--- src/rtl/digit_serial_adder_pkg.sv ---
// digit_serial_adder shared types and sizing helpers.
// Optional subtract support is enabled with `define SUB_EN.
package digit_serial_adder_pkg;

  typedef enum logic [1:0] {
    IDLE,
    RUN,
    DONE
  } state_t;

  function automatic int ndig(input int w, input int d);
    return w / d;
  endfunction

  function automatic int cntw(input int n);
    return (n > 1) ? $clog2(n) : 1;
  endfunction

endpackage

--- src/rtl/digit_serial_adder_if.sv ---
// Operand/result handshake bundle for digit_serial_adder.
// The sub signal exists only when SUB_EN is defined.
interface digit_serial_adder_if #(
  parameter int WIDTH = 16
) ();

  logic             in_valid;
  logic             in_ready;
  logic [WIDTH-1:0] a;
  logic [WIDTH-1:0] b;
  logic             cin;
`ifdef SUB_EN
  logic             sub;
`endif
  logic             out_valid;
  logic             out_ready;
  logic [WIDTH-1:0] sum;
  logic             carry;

  modport master (
    output in_valid,
    output a,
    output b,
    output cin,
`ifdef SUB_EN
    output sub,
`endif
    output out_ready,
    input  in_ready,
    input  out_valid,
    input  sum,
    input  carry
  );

  modport slave (
    input  in_valid,
    input  a,
    input  b,
    input  cin,
`ifdef SUB_EN
    input  sub,
`endif
    input  out_ready,
    output in_ready,
    output out_valid,
    output sum,
    output carry
  );

endinterface

--- src/rtl/digit_serial_adder_add.sv ---
// digit_add: combinational DIGIT-bit ripple-carry adder slice.
// Built with SUB_EN or without; this cell is mode-agnostic.
module digit_add #(
  parameter int DIGIT = 4
) (
  input  logic [DIGIT-1:0] a,
  input  logic [DIGIT-1:0] b,
  input  logic             cin,
  output logic [DIGIT-1:0] s,
  output logic             cout
);

  always_comb begin
    logic c;
    c = cin;
    s = '0;
    for (int i = 0; i < DIGIT; i++) begin
      s[i] = a[i] ^ b[i] ^ c;
      c    = (a[i] & b[i]) | (c & (a[i] ^ b[i]));
    end
    cout = c;
  end

endmodule

--- src/rtl/digit_serial_adder.sv ---
// digit_serial_adder: WIDTH-bit add, DIGIT bits per clock, LSB first.
// Define SUB_EN to add the sub port (a - b - cin as a + ~b + ~cin).
module digit_serial_adder
  import digit_serial_adder_pkg::*;
#(
  parameter int WIDTH = 16,
  parameter int DIGIT = 4
) (
  input logic                 clk,
  input logic                 rst_n,
  digit_serial_adder_if.slave bus
);

  localparam int NDIG = ndig(WIDTH, DIGIT);
  localparam int CW   = cntw(NDIG);
  localparam logic [CW-1:0] KLAST = CW'(NDIG - 1);

  state_t           r_state;
  logic [CW-1:0]    r_k;
  logic [WIDTH-1:0] r_a;
  logic [WIDTH-1:0] r_b;
  logic [WIDTH-1:0] r_res;
  logic [WIDTH-1:0] r_sum;
  logic             r_c;
  logic             r_carry;
  logic             r_in_ready;
  logic             r_out_valid;

  logic [DIGIT-1:0] w_bd;
  logic [DIGIT-1:0] w_s;
  logic             w_co;
  logic [WIDTH-1:0] w_res;

`ifdef SUB_EN
  logic r_sub;
  assign w_bd = r_b[DIGIT-1:0] ^ {DIGIT{r_sub}};
`else
  assign w_bd = r_b[DIGIT-1:0];
`endif

  digit_add #(
    .DIGIT (DIGIT)
  ) u_add (
    .a    (r_a[DIGIT-1:0]),
    .b    (w_bd),
    .cin  (r_c),
    .s    (w_s),
    .cout (w_co)
  );

  // New digit enters at the top; after NDIG shifts digit 0 sits at the bottom.
  generate
    if (NDIG == 1) begin : g_one
      assign w_res = w_s;
    end else begin : g_many
      assign w_res = {w_s, r_res[WIDTH-1:DIGIT]};
    end
  endgenerate

  always_ff @(posedge clk or negedge rst_n) begin
    if (!rst_n) begin
      r_state     <= IDLE;
      r_k         <= '0;
      r_a         <= '0;
      r_b         <= '0;
      r_res       <= '0;
      r_sum       <= '0;
      r_c         <= 1'b0;
      r_carry     <= 1'b0;
      r_in_ready  <= 1'b1;
      r_out_valid <= 1'b0;
`ifdef SUB_EN
      r_sub       <= 1'b0;
`endif
    end else begin
      unique case (r_state)
        IDLE: begin
          if (bus.in_valid) begin
            r_a        <= bus.a;
            r_b        <= bus.b;
            r_k        <= '0;
`ifdef SUB_EN
            r_sub      <= bus.sub;
            r_c        <= bus.cin ^ bus.sub;
`else
            r_c        <= bus.cin;
`endif
            r_in_ready <= 1'b0;
            r_state    <= RUN;
          end
        end
        RUN: begin
          r_a   <= r_a >> DIGIT;
          r_b   <= r_b >> DIGIT;
          r_res <= w_res;
          r_c   <= w_co;
          r_k   <= r_k + 1'b1;
          if (r_k == KLAST) begin
            r_sum       <= w_res;
            r_carry     <= w_co;
            r_out_valid <= 1'b1;
            r_state     <= DONE;
          end
        end
        DONE: begin
          if (bus.out_ready) begin
            r_out_valid <= 1'b0;
            r_in_ready  <= 1'b1;
            r_state     <= IDLE;
          end
        end
        default: r_state <= IDLE;
      endcase
    end
  end

  assign bus.in_ready  = r_in_ready;
  assign bus.out_valid = r_out_valid;
  assign bus.sum       = r_sum;
  assign bus.carry     = r_carry;

endmodule

--- src/flat_wrapper.sv ---
// flat-port wrapper written by rule: the top's interface ports become plain ports
module digit_serial_adder_flat import digit_serial_adder_pkg::*;
#(
  parameter int WIDTH = 16,
  parameter int DIGIT = 4
)
  (clk, rst_n, bus_in_valid, bus_a, bus_b, bus_cin, bus_out_ready, bus_in_ready, bus_out_valid, bus_sum, bus_carry);
  digit_serial_adder_if #(.WIDTH(WIDTH)) bus_i ();
  input logic clk;
  input logic rst_n;
  input wire logic [$bits(bus_i.in_valid)-1:0] bus_in_valid;
  input wire logic [$bits(bus_i.a)-1:0] bus_a;
  input wire logic [$bits(bus_i.b)-1:0] bus_b;
  input wire logic [$bits(bus_i.cin)-1:0] bus_cin;
  input wire logic [$bits(bus_i.out_ready)-1:0] bus_out_ready;
  output wire logic [$bits(bus_i.in_ready)-1:0] bus_in_ready;
  output wire logic [$bits(bus_i.out_valid)-1:0] bus_out_valid;
  output wire logic [$bits(bus_i.sum)-1:0] bus_sum;
  output wire logic [$bits(bus_i.carry)-1:0] bus_carry;
  assign bus_i.in_valid = bus_in_valid;
  assign bus_i.a = bus_a;
  assign bus_i.b = bus_b;
  assign bus_i.cin = bus_cin;
  assign bus_i.out_ready = bus_out_ready;
  assign bus_in_ready = bus_i.in_ready;
  assign bus_out_valid = bus_i.out_valid;
  assign bus_sum = bus_i.sum;
  assign bus_carry = bus_i.carry;
  digit_serial_adder #(.WIDTH(WIDTH), .DIGIT(DIGIT)) u_core (.clk(clk), .rst_n(rst_n), .bus(bus_i));
endmodule
--- config.mk ---
export PLATFORM = sky130hd
export DESIGN_NAME = digit_serial_adder_flat
export DESIGN_NICKNAME = d
export VERILOG_FILES = /design/src/rtl/digit_serial_adder_pkg.sv /design/src/rtl/digit_serial_adder_if.sv /design/src/rtl/digit_serial_adder_add.sv /design/src/rtl/digit_serial_adder.sv /design/src/flat_wrapper.sv
export SDC_FILE = /design/constraint.sdc
export NUM_CORES = 1
export LEC_CHECK = 0
export CORE_MARGIN = 2
export CORE_UTILIZATION = 51
export CTS_BUF_LIST = sky130_fd_sc_hd__clkbuf_16
export CTS_CLUSTER_DIAMETER = 30
export DETAILED_ROUTE_END_ITERATION = 6
export PLACE_DENSITY = 0.79
export SYNTH_ARGS = -nofsm -noshare
export SYNTH_HDL_FRONTEND = slang
export SYNTH_HIERARCHICAL = 1
export SYNTH_SLANG_ARGS = --single-unit
--- constraint.sdc ---
create_clock -name clk -period 2.8 [get_ports clk]
set_input_delay 0.56 -clock clk [delete_from_list [all_inputs] [get_ports clk]]
set_output_delay 0.56 -clock clk [all_outputs]
set_load 0.005 [all_outputs]
==> impl_metrics.tcl, run 1 <==
set metrics [dict create \
    status "finished clean" \
    synth_compound_area_frac 0.1847 \
    vias 2272 \
    cp_top_family "adder cells" \
    hold_class "in -> async" \
    initial_core_util 0.5318 \
    rrSetupSlack_ns 0.59 \
    cp-start-kind "flip-flop" \
    grt_pass1_vias 2246 \
    crit_slowest_cell "fa_1" \
    dieHeight_microns 80.01 \
    max_freq_mhz 452.1 \
    layout_common_cells "dfrtp_1, clkdlybuf4s50_1, nand2_1" \
    p_clk_frac 0.209 \
    grt_pass1_wl_microns 10590 \
    hold_violations 0 \
    critical_path_buf_inv_count 4 \
    fin_total_pwr_mw 4.584 \
    ir_worst_vdd_mv 0.5052 \
    crit_cells 9 \
    antenna_left 0 \
    r2r_start "u_core/r_a[0]$_DFFE_PN0P_" \
    synthCells 266 \
    layout_commonest_cell "dfrtp_1" \
    core-area_sq_um 5540 \
    fin_crit_ns 2.212 \
    num-fill-cells 431 \
    crit_type "reg -> reg" \
    synth.ff_latch_count 68 \
    clk_latency_ns 0.32 \
    rsz0062_at_grt "no" \
    synth_area_sq_um 2947 \
    routed_via_density 5.709 \
    synth_top_family_by_area "compound AO/OA/AOI/OAI gates" \
    crit_chain "fa_1, inv_1, fa_1, inv_1, fa_1, inv_1, fa_1, inv_1, mux2_2" \
    cp_max_fo 3 \
    ys_top_cells_by_area "dfrtp_1, o22ai_1, nand2_1" \
    yosysWarnings 6 \
    antenna_cells 0 \
    maxCapViolations 0 \
    combinationalPowerShare 0.399 \
    worst_clock_skew_ns 0.008264 \
    worstReg2RegEnd "u_core/bus.sum[15]$_DFFE_PN0P_" \
    pwr-share-seq 0.391 \
    fin_crit_sh 0.7899 \
    p_switching_mw 1.616 \
    avgSynthCellArea_sq_um 11.08 \
    cts_resized 0 \
    max_stage_delay_ns 0.42 \
    synth_flop_cell "dfrtp_1" \
    finalSetupTns_ns 0 \
    intPower_mw 2.968 \
    dieArea_sq_um 6402 \
    powerDensity_nw_per_um2 1202 \
    first_pass_iters 4 \
    grt_antenna_before_repair 0 \
    synth-edff-count 0 \
    synth.distinct_cells 28 \
    drive_gt1_frac 0.1258 \
    grt_max_degree 69 \
    synthSimpleGateAreaFrac 0.08705 \
    synth-xor-area-share 0 \
    synth_top_cell_by_area "dfrtp_1" \
    synthMuxAreaShare 0.07643 \
    slew_headroom 0.4842 \
    final_nets 363 \
    worstPathRequired_ns 3.06 \
    rr_worst_depth 9 \
    syn_to_final_growth_pct 29.47 \
    setup_viol 0 \
    root_buffer "clkbuf_16" \
    synth_fa_ha_area_frac 0.03142 \
    place_hpwl_microns 4302 \
    synthArstFlopShare 1.000 \
    clk_pin_slew_ns 0.06 \
    place_congestion 0.8061 \
    synth.top_cell.area_share 0.5690 \
    end_kind "flip-flop" \
    maxSlewViolCount 0 \
    drtIter0Drc 94 \
    gr-total-overflow 0 \
    holdBufCountCts 0 \
    row_count 27 \
    wirelength_microns 6506 \
    swShare 0.3526 \
    drc 0 \
    cts_sinks 68 \
    fp.dieW_microns 80.01 \
    p_leak_nw 1.741 \
    max-clock-path-buffers 2 \
    wl_per_cell_microns 16.35 \
    numCtsBuffers 9 \
    tightest_slew_ns 0.7728 \
    cts_tree "done" \
    cp.arrival_ns 2.48 \
    track_usage 0.2207 \
    ys_seq_area_frac 0.5779 \
    cts_htree_levels 3 \
    cts_post_setup_buffers_inserted 0 \
    synth_nets 308 \
    port_buffers 55 \
    ios 56 \
]
layer usage:
layer,wire (microns),vias up,GRT usage
li1,-,1068,-
met4,119,0,0.1119
met1,2796,1112,0.2795
met2,3312,79,0.3633
met5,0,-,0
met3,277,13,0.03846
registers in the layout, indices dropped and copies added (netlist names):
| signal | count |
|---|---|
| u_core/bus.carry | 1 |
| u_core/bus.in_ready | 1 |
| u_core/bus.out_valid | 1 |
| u_core/bus.sum | 16 |
| u_core/r_a | 16 |
| u_core/r_b | 16 |
| u_core/r_c | 1 |
| u_core/r_k | 2 |
| u_core/r_res | 12 |
| u_core/r_state | 2 |
through the flow:
stage	util	setup WS, ns	cells	hold slack [ns]	area, sq um
after floorplan	-	0.6885	266	0.2644	2947
after global placement	0.6425	0.6082	382	0.4543	3560
after detailed placement	0.6425	0.5373	382	0.4678	3560
after CTS	0.6886	0.5899	398	0.2676	3815
after global routing	0.6886	0.4820	398	0.2709	3815
final	0.6886	0.5882	398	0.2389	3815
synth_stat cells (all sizes together), types with 3 or more instances:
library cell	count
o22ai	40
nand2	44
nand2b	3
nor2	6
a21oi	22
buf	7
inv	11
a22o	3
a2bb2oi	6
fa	4
clkbuf	10
mux2	17
dfrtp	67
o21ai	15
area by class of cell:
type                       count  area (sq um)  area share
sequential                    68          1703      0.4464
timing repair buffer          61         603.1      0.1581
tap                           72         90.09     0.02361
clock inverter                 7         30.03    0.007871
inverter                      12         45.04     0.01181
multi-input combinational    169          1119      0.2932
clock buffer                   9         225.2     0.05904
kinds of logic (layout without fill, tap and decap cells):
group,Yosys count,after routing
buf+inv,29,89
simple gates,58,58
compound gates,89,89
fa+ha+maj,5,5
mux,17,17
flops,68,68
power by group through the flow:
stage	registers (mW)	logic [mW]	clock network, mW
2_1_floorplan	1.71	1.25	0
3_3_place_gp	1.77	1.75	0
5_1_grt	1.85	2.05	1.02
3_5_place_dp	1.80	1.82	0
4_1_cts	1.79	1.83	0.977
6_report	1.79	1.83	0.958
how the worst max path moves through the flow:
stage | startpoint | end
floorplan | u_core/r_a[0]$_DFFE_PN0P_ | u_core/bus.sum[15]$_DFFE_PN0P_
global placement | bus_in_valid | u_core/r_b[2]$_DFFE_PN0P_
detailed placement | bus_in_valid | u_core/r_a[2]$_DFFE_PN0P_
CTS | u_core/r_a[0]$_DFFE_PN0P_ | u_core/bus.sum[15]$_DFFE_PN0P_
global route | u_core/r_a[0]$_DFFE_PN0P_ | u_core/r_res[15]$_DFFE_PN0P_
finish | u_core/r_a[0]$_DFFE_PN0P_ | u_core/bus.sum[15]$_DFFE_PN0P_
Power figures use the tool's default switching activity.
==> inputs of run 2 (changes only) <==
- CORE_UTILIZATION: 51 -> 46
- PLACE_DENSITY: 0.79 -> 0.75
- clock period: 2.8 -> 2 ns (I/O delays scaled with it)
==> impl_metrics.tcl, run 2 (same netlist as run 1, synthesis figures left out) <==
set metrics [dict create \
    status "finished with violations" \
    violations "setup timing" \
    drtIter0Drc 128 \
    fp.dieW_microns 84.04 \
    core-area_sq_um 6277 \
    routed_via_density 5.428 \
    fin_total_pwr_mw 6.730 \
    place_congestion 0.7842 \
    fin_crit_ns 2.129 \
    antenna_cells 0 \
    hold_violations 0 \
    max-clock-path-buffers 2 \
    cp-start-kind "flip-flop" \
    wl_per_cell_microns 15.03 \
    grt_antenna_before_repair 0 \
    wirelength_microns 6251 \
    hold_class "in -> async" \
    dieArea_sq_um 7062 \
    cts_tree "done" \
    slew_headroom 0.7000 \
    place_ws_ns -0.1430 \
    maxSlewViolCount 0 \
    cp_max_fo 2 \
    tightest_slew_ns 0.4500 \
    antenna_left 0 \
    initial_core_util 0.4694 \
    ir_worst_vdd_mv 0.8470 \
    cts_sinks 68 \
    crit_slowest_cell "dfrtp_1" \
    max_stage_delay_ns 0.40 \
    grt_max_degree 36 \
    clk_latency_ns 0.32 \
    powerDensity_nw_per_um2 1700 \
    grt_pass1_wl_microns 10740 \
    critical_path_buf_inv_count 4 \
    rr_worst_depth 9 \
    first_pass_iters 4 \
    crit_chain "fa_2, inv_2, fa_2, inv_2, fa_2, inv_2, fa_1, inv_1, mux2_2" \
    drc 0 \
    ios 56 \
    syn_to_final_growth_pct 34.39 \
    r2r_start "u_core/r_c$_DFFE_PN0P_" \
    end_kind "flip-flop" \
    crit_type "reg -> reg" \
    dieHeight_microns 84.04 \
    vias 2258 \
    grt_pass1_vias 2259 \
    final_nets 376 \
    cts_htree_levels 3 \
    cp.arrival_ns 2.39 \
    maxCapViolations 0 \
    drive_gt1_frac 0.1829 \
    place_hpwl_microns 4313 \
    cp_top_family "adder cells" \
    clk_pin_slew_ns 0.05 \
    setup_viol 3 \
    p_leak_nw 1.794 \
    worst_clock_skew_ns 0.003232 \
    rrSetupSlack_ns -0.13 \
    track_usage 0.1926 \
    critPathLaunch "u_core/r_c$_DFFE_PN0P_" \
    fin_crit_sh 1.064 \
    fin_ws_ns -0.1289 \
    layout_common_cells "dfrtp_1, clkdlybuf4s50_1, nand2_1" \
    gr-total-overflow 0 \
    numCtsBuffers 9 \
    root_buffer "clkbuf_16" \
    port_buffers 55 \
    worstReg2RegEnd "u_core/bus.sum[15]$_DFFE_PN0P_" \
    row_count 29 \
    max_freq_mhz 469.7 \
    rsz0062_at_grt "yes" \
    worstPathRequired_ns 2.26 \
    layout_commonest_cell "dfrtp_1" \
]
## run 2: cell type report
class / count / area (sq um)
Inverter: 12 / 45.04
Multi-Input combinational cell: 169 / 1132
Timing Repair Buffer: 74 / 700.7
Clock buffer: 9 / 225.2
Fill cell: 508 / 2317
Clock inverter: 7 / 57.56
Sequential cell: 68 / 1703
Tap cell: 77 / 96.34
## run 2: power breakdown
group	switching, mW	internal [mW]	leakage, nW	total, mW
sequential	0.454	2.04	0.826	2.49
combinational	1.28	1.46	0.833	2.75
clock	0.548	0.944	0.135	1.49
## run 2: layer usage
metal	vias to the layer above	global-route usage	routed length, microns
met4	0	0.09384	83
met1	1103	0.2551	2853
met2	57	0.3045	3107
met5	-	0	0
li1	1090	-	-
met3	8	0.03660	206
## run 2: repair_timing
action,in CTS,in global routing
setup endpoints to repair,3,4
pin swaps,2,1
hold buffers,0,0
resized for setup,2,2
setup buffers,1,1
## run 2: metrics by stage
stage               instance area [sq um]  std cells  setup TNS (ns)  utilization  hold WS [ns]
floorplan                            2954        266         -0.1047            -        0.1044
global placement                     3656        398         -0.1544       0.5824        0.3757
detailed placement                   3656        398         -0.3094       0.5824        0.3730
CTS                                  3946        415         -0.2730       0.6287       0.02668
global route                         3960        416         -0.5344       0.6309       0.05129
finish                               3960        416         -0.2701       0.6309       0.02108
## run 2: how the worst max path moves through the flow
stage                                                end  slack [ns]  cells after the start
after floorplan           u_core/bus.sum[15]$_DFFE_PN0P_       -0.07                      9
after global placement    u_core/bus.sum[15]$_DFFE_PN0P_       -0.09                      9
after detailed placement  u_core/bus.sum[15]$_DFFE_PN0P_       -0.14                      9
after CTS                 u_core/bus.sum[15]$_DFFE_PN0P_       -0.14                      9
after global routing      u_core/bus.sum[15]$_DFFE_PN0P_       -0.20                      9
final                     u_core/bus.sum[15]$_DFFE_PN0P_       -0.13                      9
==> inputs of run 3 (changes only) <==
- PLACE_DENSITY: 0.75 -> unset
- PLACE_DENSITY_LB_ADDON: unset -> 0.08
- RECOVER_POWER: unset -> 100
==> impl_metrics.tcl, run 3 (same netlist as run 1, synthesis figures left out) <==
set metrics [dict create \
    worstPathRequired_ns 2.26 \
    ios 56 \
    wl_per_cell_microns 15.76 \
    fin_ws_ns -0.1202 \
    route.met3.wl_microns 255 \
    cts_post_setup_buffers_inserted 0 \
    slew_headroom 0.6309 \
    critPathLaunch "u_core/r_c$_DFFE_PN0P_" \
    wirelength_microns 6557 \
    grt_pass1_vias 2280 \
    rrSetupSlack_ns -0.12 \
    p_leak_nw 1.810 \
    intPower_mw 4.361 \
    p_switching_mw 2.302 \
    maxCapViolations 0 \
    grt_pass1_wl_microns 10980 \
    met1_length_microns 2950 \
    drc 0 \
    clk_latency_ns 0.32 \
    antenna_left 0 \
    maxSlewViolCount 0 \
    end_kind "flip-flop" \
    fp.dieW_microns 84.04 \
    max_freq_mhz 471.7 \
    post-route-util 0.6269 \
    antenna_cells 0 \
    dieHeight_microns 84.04 \
    num-fill-cells 549 \
    final_area_sq_um 3935 \
    grt_antenna_before_repair 0 \
    hold_violations 0 \
    critical_path_buf_inv_count 4 \
    track_usage 0.1965 \
    crit_cells 9 \
    dieArea_sq_um 7062 \
    status "finished with violations" \
    port_buffers 55 \
    swShare 0.3455 \
    layout_common_cells "dfrtp_1, nand2_1, o22ai_1" \
    combinationalPowerShare 0.398 \
    place_ws_ns -0.1243 \
    fin_crit_sh 1.060 \
    finalSetupTns_ns -0.2541 \
    cp_top_family "adder cells" \
    r2r_start "u_core/r_c$_DFFE_PN0P_" \
    cp_max_fo 2 \
    cp-start-kind "flip-flop" \
    worstReg2RegEnd "u_core/bus.sum[15]$_DFFE_PN0P_" \
    syn_to_final_growth_pct 33.55 \
    crit_slowest_cell "dfrtp_1" \
    place_hpwl_microns 4405 \
    crit_type "reg -> reg" \
    drtIter0Drc 60 \
    crit_chain "fa_2, inv_2, fa_2, inv_2, fa_2, inv_2, fa_1, inv_1, mux2_2" \
    ir_worst_vdd_mv 0.7803 \
    grt_max_degree 42 \
    cts_htree_levels 3 \
    max-clock-path-buffers 2 \
    hold_class "reg -> reg" \
    postPlaceCellArea_sq_um 3664 \
    rsz0062_at_grt "yes" \
    routed_via_density 5.411 \
    wl_met2_microns 3212 \
    clk_pin_slew_ns 0.06 \
    place_congestion 0.7621 \
    p_clk_frac 0.226 \
    violations "setup timing" \
    first_pass_iters 4 \
    gr-total-overflow 0 \
    row_count 29 \
    setup_viol 3 \
    drive_gt1_frac 0.1740 \
    root_buffer "clkbuf_16" \
    cp.arrival_ns 2.38 \
    layout_commonest_cell "dfrtp_1" \
    pwr-share-seq 0.376 \
    numCtsBuffers 9 \
    initial_core_util 0.4694 \
    rr_worst_depth 9 \
    tightest_slew_ns 0.5536 \
    final_nets 376 \
    cts_sinks 68 \
    cts_tree "done" \
    critPathCapture "u_core/bus.sum[15]$_DFFE_PN0P_" \
    max_stage_delay_ns 0.40 \
    dr.max_layer_used "met4" \
    vias 2251 \
    powerDensity_nw_per_um2 1693 \
    fin_crit_ns 2.120 \
    core-area_sq_um 6277 \
    worst_clock_skew_ns 0.006439 \
]
run 3: cell types whose count changed in the layout (fill, tap and decap cells not counted), sizes merged:
cell,change
dlygate4sd3,+21
clkdlybuf4s50,-20
inv,+1
buf,-9
clkinv,-1
clkbuf,+8
run 3: routing by layer:
metal,vias to the layer above,track usage
met5,-,0
met4,0,0.09384
met3,12,0.03066
met2,65,0.3088
met1,1087,0.2670
li1,1087,-
run 3: stage by stage:
stage	instances	total power [mW]	hold slack [ns]
6_report	416	6.663	0.4671
5_1_grt	416	7.152	0.5038
4_1_cts	416	6.801	0.4611
3_5_place_dp	399	5.264	0.2651
3_3_place_gp	399	5.161	0.2668
2_1_floorplan	266	4.166	0.1044
run 3: worst min path at each step:
| stage | startpoint | to | depth (start not counted) |
|---|---|---|---|
| 6_report | u_core/r_res[5]$_DFFE_PN0P_ | u_core/r_res[5]$_DFFE_PN0P_ | 2 |
| 5_1_grt | u_core/r_res[5]$_DFFE_PN0P_ | u_core/r_res[5]$_DFFE_PN0P_ | 2 |
| 4_1_cts | rst_n | u_core/r_k[1]$_DFFE_PN0P_ | 2 |
| 3_5_place_dp | rst_n | u_core/bus.sum[1]$_DFFE_PN0P_ | 1 |
| 3_3_place_gp | rst_n | u_core/bus.sum[1]$_DFFE_PN0P_ | 1 |
| 2_1_floorplan | rst_n | u_core/bus.carry$_DFFE_PN0P_ | 0 |
run 3: final cells by class:
type                       instances  area [sq um]  share of cell area
sequential                        68          1703              0.4328
inverter                          12         45.04             0.01145
timing repair buffer              74         674.4              0.1714
multi-input combinational        169          1132              0.2878
tap                               77         96.34             0.02448
clock buffer                       9         225.2             0.05723
clock inverter                     7         58.81             0.01494
run 3: power by group through the flow:
stage | combinational (mW) | sequential [mW] | clock [mW]
2_1_floorplan | 1.77 | 2.40 | 0
3_3_place_gp | 2.65 | 2.51 | 0
3_5_place_dp | 2.73 | 2.53 | 0
4_1_cts | 2.76 | 2.52 | 1.53
5_1_grt | 2.96 | 2.60 | 1.59
6_report | 2.65 | 2.50 | 1.51
run 3: worst register-to-register path: stages, from the launching register on:
cell,delay (ns)
dfrtp_1,0.40
fa_2,0.39
inv_2,0.06
fa_2,0.19
inv_2,0.04
fa_2,0.32
inv_2,0.06
fa_1,0.40
inv_1,0.08
mux2_2,0.14
run 3: repair_timing:
| item | 4_1_cts | 5_1_grt |
|---|---|---|
| gates resized for setup | 1 | 3 |
| endpoints found under the hold margin | 7 | 0 |
| pin swaps | 1 | 2 |
| setup endpoints to repair | 3 | 4 |
| hold buffers | 1 | 0 |
